--- src/rtl/psm_pkg.sv ---
// Shared constants for the phase-shift bridge modulator.
package psm_pkg;
    localparam int BITS_DATA    = 16;
    localparam int DT_BITS      = 7;
    localparam int SPS_SIGN_BIT = 15;
    localparam int MIN_PERIOD   = 4;
endpackage

--- src/rtl/psm_deadtime_pair.sv ---
// Converts one raw leg into a complementary high/low gate pair with dead time.
module psm_deadtime_pair #(
    parameter int DT_BITS = psm_pkg::DT_BITS
) (
    input  logic               clk,
    input  logic               n_rst,
    input  logic               leg,
    input  logic [DT_BITS-1:0] dt,
    output logic               hi,
    output logic               lo
);
    logic               leg_q;
    logic [DT_BITS-1:0] run_q;
    logic [DT_BITS-1:0] run_eff;
    logic               settled;

    // Run length seen this cycle: an edge on the leg restarts it at zero,
    // so a gate only turns on once the leg has been stable for dt cycles.
    always_comb begin
        run_eff = (leg != leg_q) ? '0 : run_q;
        settled = (run_eff >= dt);
    end

    always_ff @(posedge clk) begin
        if (!n_rst) begin
            leg_q <= 1'b0;
            run_q <= '0;
            hi    <= 1'b0;
            lo    <= 1'b0;
        end else begin
            leg_q <= leg;
            run_q <= (&run_eff) ? run_eff : run_eff + DT_BITS'(1);
            hi    <= leg & settled;
            lo    <= ~leg & settled;
        end
    end
endmodule

--- src/rtl/psm_bridge_modulator.sv ---
// Phase-shift modulator for one full bridge: carrier, shadowed period/shift,
// leg generation and per-leg dead-time gate pairs.
module psm_bridge_modulator #(
    parameter int BITS_DATA = psm_pkg::BITS_DATA,
    parameter int DT_BITS   = psm_pkg::DT_BITS
) (
    input  logic                 clk,
    input  logic                 n_rst,
    input  logic [BITS_DATA-1:0] i_period,
    input  logic [BITS_DATA-1:0] i_sps,
    input  logic [DT_BITS-1:0]   i_deadtime,
    input  logic                 i_sync,
    output logic [1:0]           o_leg,
    output logic [3:0]           o_gate
);
    localparam int SW = psm_pkg::SPS_SIGN_BIT;

    logic [BITS_DATA-1:0] cnt, per_q, half, mag_ext, se, dt_lim;
    logic [SW-1:0]        mag_q;
    logic                 dir_q, run, wrap, load;
    logic [BITS_DATA:0]   sum_b, ph_b;
    logic [1:0]           leg_d, hi, lo;
    logic [DT_BITS-1:0]   dt_eff;

    assign half    = per_q >> 1;
    assign mag_ext = BITS_DATA'(mag_q);
    assign se      = (mag_ext > half) ? half : mag_ext;
    assign run     = (per_q >= BITS_DATA'(psm_pkg::MIN_PERIOD));
    assign wrap    = (cnt == per_q - BITS_DATA'(1));
    // Shadows follow the inputs continuously while the generator is idle.
    assign load    = i_sync | ~run | wrap;

    always_comb begin
        sum_b = dir_q ? ({1'b0, cnt} + {1'b0, se})
                      : ({1'b0, cnt} + {1'b0, per_q} - {1'b0, se});
        ph_b  = (sum_b >= {1'b0, per_q}) ? sum_b - {1'b0, per_q} : sum_b;
        leg_d[0] = run & (cnt < half);
        leg_d[1] = run & (ph_b < {1'b0, half});
        dt_lim = (half == '0) ? '0 : half - BITS_DATA'(1);
        dt_eff = (BITS_DATA'(i_deadtime) > dt_lim) ? dt_lim[DT_BITS-1:0] : i_deadtime;
    end

    always_ff @(posedge clk) begin
        if (!n_rst) begin
            cnt   <= '0;
            per_q <= i_period;
            mag_q <= i_sps[SW-1:0];
            dir_q <= i_sps[SW];
            o_leg <= '0;
        end else begin
            if (load) begin
                per_q <= i_period;
                mag_q <= i_sps[SW-1:0];
                dir_q <= i_sps[SW];
            end
            cnt   <= load ? '0 : cnt + BITS_DATA'(1);
            o_leg <= leg_d;
        end
    end

    for (genvar g = 0; g < 2; g++) begin : g_leg
        psm_deadtime_pair #(.DT_BITS(DT_BITS)) u_dt (
            .clk   (clk),
            .n_rst (n_rst),
            .leg   (o_leg[g]),
            .dt    (dt_eff),
            .hi    (hi[g]),
            .lo    (lo[g])
        );
    end

    assign o_gate = {lo[1], hi[1], lo[0], hi[0]};
endmodule

--- config.mk ---
export PLATFORM = sky130hd
export DESIGN_NAME = psm_bridge_modulator
export DESIGN_NICKNAME = d
export VERILOG_FILES = /design/src/rtl/psm_pkg.sv /design/src/rtl/psm_deadtime_pair.sv /design/src/rtl/psm_bridge_modulator.sv
export SDC_FILE = /design/constraint.sdc
export NUM_CORES = 1
export LEC_CHECK = 0
export CORE_UTILIZATION = 55
export DETAILED_ROUTE_END_ITERATION = 10
export PLACE_DENSITY = 0.84
export SLEW_MARGIN = 30
export SYNTH_ARGS = -nofsm -noshare
export SYNTH_HDL_FRONTEND = slang
export SYNTH_SLANG_ARGS = --single-unit
--- constraint.sdc ---
create_clock -name clk -period 13.1 [get_ports clk]
set_input_delay 1.965 -clock clk [delete_from_list [all_inputs] [get_ports clk]]
set_output_delay 1.965 -clock clk [all_outputs]
set_load 0.05 [all_outputs]
==> results.yml <==
setup_path:
  critical_path_required_ns: 13.34
  timing.critical_path.max_delay_family: "compound AO/OA/AOI/OAI gates"
  critPathMaxFanout: 29
  r2r_start: "per_q[3]$_DFFE_PP_"
  cp_slowest_cell: "edfxtp_1"
  slowest_delay_ns: 0.64
  cp-start-kind: "flip-flop"
  crit_arrival_ns: 9.53
  crit_type: "flip-flop to flip-flop"
  r2r_end: "o_leg[1]$_SDFF_PN0_"
  setup.worst_path.end_class: "flip-flop"
  startpoint: "per_q[3]$_DFFE_PP_"
  r2r_setup_slack_ns: 3.81
  worst-path-buf-inv: 3
  rr_worst_depth: 39
timing:
  post-route-min-period_ns: 9.29
  max_slew_margin: 0.479
  finalSetupViolCount: 0
  slew_viol_final: 0
  rsz0062_at_grt: "no"
  fin_tns_setup_ns: 0
  finalCritPeriodShare: 0.709
  worst_slew_pin_slew_ns: 0.773
  skew_ns: 0.0126
  hold_violations: 0
  fmax_ghz: 0.108
clock_network:
  clock_path_buffers: 2
  path_clk_slew_ns: 0.07
  root_buffer: "clkbuf_16"
  htreeDepth: 3
  holdBufCountCts: 0
  cts_tree: "done"
  ctsResizeCount: 0
  post-cts-setup-buffer-count: 0
  cts_buffers: 9
  cts.sinks: 70
  clk_latency_ns: 0.36
drt:
  first_pass_iters: 5
  totalWireLength_um: 20100
  drc: 0
  ant_nets: 0
  vias: 6791
  wl_per_cell_um: 18.1
  routed_via_density: 6.12
  first_iter_violations: 597
synth:
  synth_ff_type: "dfxtp_1"
  synth_edf_count: 32
  avgSynthCellArea_um2: 9.04
  synth_top_area_cell: "ha_1"
  synth_top_cell_area_share: 0.189
  yosysWarnings: 0
  synthCells: 886
  synth-async-reset-ratio: 0
  synth_top_cells_by_area: "ha_1 19%, edfxtp_1 12%, dfxtp_1 9.5%, xnor2_1 6.7%, fa_1 4.2%"
  ys_types: 76
  synth_seq_cells: 70
  syn-num-nets: 1066
  synth_area_um2: 8010
  synth_commonest_cells: "121 x ha_1, 74 x nor2_1, 61 x xnor2_1, 48 x a21oi_1, 48 x o21ai_0"
  yosysMostFrequentCell: "ha_1"
  synth-seq-area-share: 0.215
floorplan:
  ios: 48
  rows: 43
  start_util: 0.571
  design.die.area_um2: 15100
  die_width_um: 123
  core_area_um2: 14000
  dieHeight_um: 123
flow_run:
  max_cap_violations: 0
worst_hold_path:
  hold_class: "flip-flop to flip-flop"
  min_path_cells: 2
  hold_path.startpoint: "g_leg[0].u_dt.run_q[1]$_SDFF_PN0_"
  hold_end: "g_leg[0].u_dt.run_q[1]$_SDFF_PN0_"
grt:
  grtUsageTotal: 0.277
  grt_start_max_net_pins: 49
  grt_pass1_wl_um: 32300
  grt_antenna_before_repair: 0
  grt_pass1_vias: 6720
  grt_remaining_overflow: 0
placed_design:
  gp_congestion: 0.938
  hpwlAfterDp_um: 15700
  portBuffers: 47
pwr:
  pwr_density_cell_nw_per_um2: 121
  power_leakage_nw: 3.88
  peakVddDrop_mv: 0.106
cells_and_area:
  antenna_cells: 0
  fin_util: 0.635
  final_nets: 1104
  drive_above_1_share: 0.0797
  fillers: 1148
  syn2layout_area_growth_pct: 11.2
status:
  outcome: "finished clean"
through the flow:
| stage | hold slack, ns | area, um2 | total power, mW | setup slack, ns | instances |
|---|---|---|---|---|---|
| global placement | 0.493 | 8600 | 0.789 | 4.27 | 1093 |
| CTS | 0.521 | 8910 | 1.07 | 3.91 | 1109 |
| global route | 0.554 | 8910 | 1.14 | 3.16 | 1109 |
| detailed placement | 0.506 | 8600 | 0.804 | 3.96 | 1093 |
| finish | 0.513 | 8910 | 1.08 | 3.81 | 1109 |
| floorplan | 0.438 | 8010 | 0.689 | 4.75 | 886 |
state kept, by name (all words and copies together), names as in the netlist:
| signal | flops |
|---|---|
| g_leg.u_dt.hi | 2 |
| mag_q | 15 |
| g_leg.u_dt.run_q | 14 |
| cnt | 16 |
| g_leg.u_dt.leg_q | 2 |
| dir_q | 1 |
| per_q | 16 |
| o_leg | 2 |
| g_leg.u_dt.lo | 2 |
cell families (layout without fill, tap and decap cells):
| kind of cell | Yosys count | after routing | share of synthesized area |
|---|---|---|---|
| simple gates | 255 | 255 | 0.168 |
| compound gates | 208 | 208 | 0.175 |
| fa+ha+maj | 138 | 138 | 0.231 |
| xor+xnor | 86 | 86 | 0.0940 |
| buf+inv | 74 | 117 | 0.0426 |
| flops | 70 | 70 | 0.215 |
| mux | 55 | 55 | 0.0737 |
where the power goes:
group	switching, mW	total (mW)	internal (mW)
combinational	0.297	0.550	0.253
sequential	0.0209	0.264	0.243
clock	0.110	0.260	0.150
total	0.428	1.08	0.647
worst max path at each step:
stage,endpoint,cells after the start
after global routing,o_leg[1]$_SDFF_PN0_,40
after floorplan,o_leg[1]$_SDFF_PN0_,41
after detailed placement,o_leg[1]$_SDFF_PN0_,39
after global placement,o_leg[1]$_SDFF_PN0_,40
final,o_leg[1]$_SDFF_PN0_,39
after CTS,o_leg[1]$_SDFF_PN0_,39
per-layer routing:
metal,GRT usage,routed length [um]
met4,0.114,646
met1,0.347,8780
met3,0.0460,1100
met5,0,0
met2,0.469,9560
cell type report:
class / count / area [um2] / share of cell area
clock buffers: 9 / 225 / 0.0253
multi-input cells: 742 / 5970 / 0.670
clock inverters: 7 / 81.3 / 0.00913
well taps: 180 / 225 / 0.0253
flip-flops and latches: 70 / 1720 / 0.193
inverters: 50 / 189 / 0.0212
repair buffers: 51 / 500 / 0.0562
placed cells by master, fill, tap and decap left out, types with 24 or more instances in the layout:
cell type | netlist | routed
dfxtp_1 | 38 | 38
o21ai_0 | 48 | 48
ha_1 | 121 | 121
clkdlybuf4s50_1 | 0 | 47
mux2i_1 | 29 | 29
xor2_1 | 25 | 25
inv_1 | 46 | 46
xnor2_1 | 61 | 61
edfxtp_1 | 32 | 32
mux2_2 | 24 | 24
a21oi_1 | 48 | 47
nand2_1 | 44 | 44
a21o_1 | 35 | 35
nor2_1 | 74 | 74
tightest hold or removal path, cell delays in order, from the launching register on:
cell and delay [ns]:
dfxtp_1 0.33, mux2i_1 0.07, nor2_1 0.07
No activity file was read; power rests on OpenSTA's default activity.
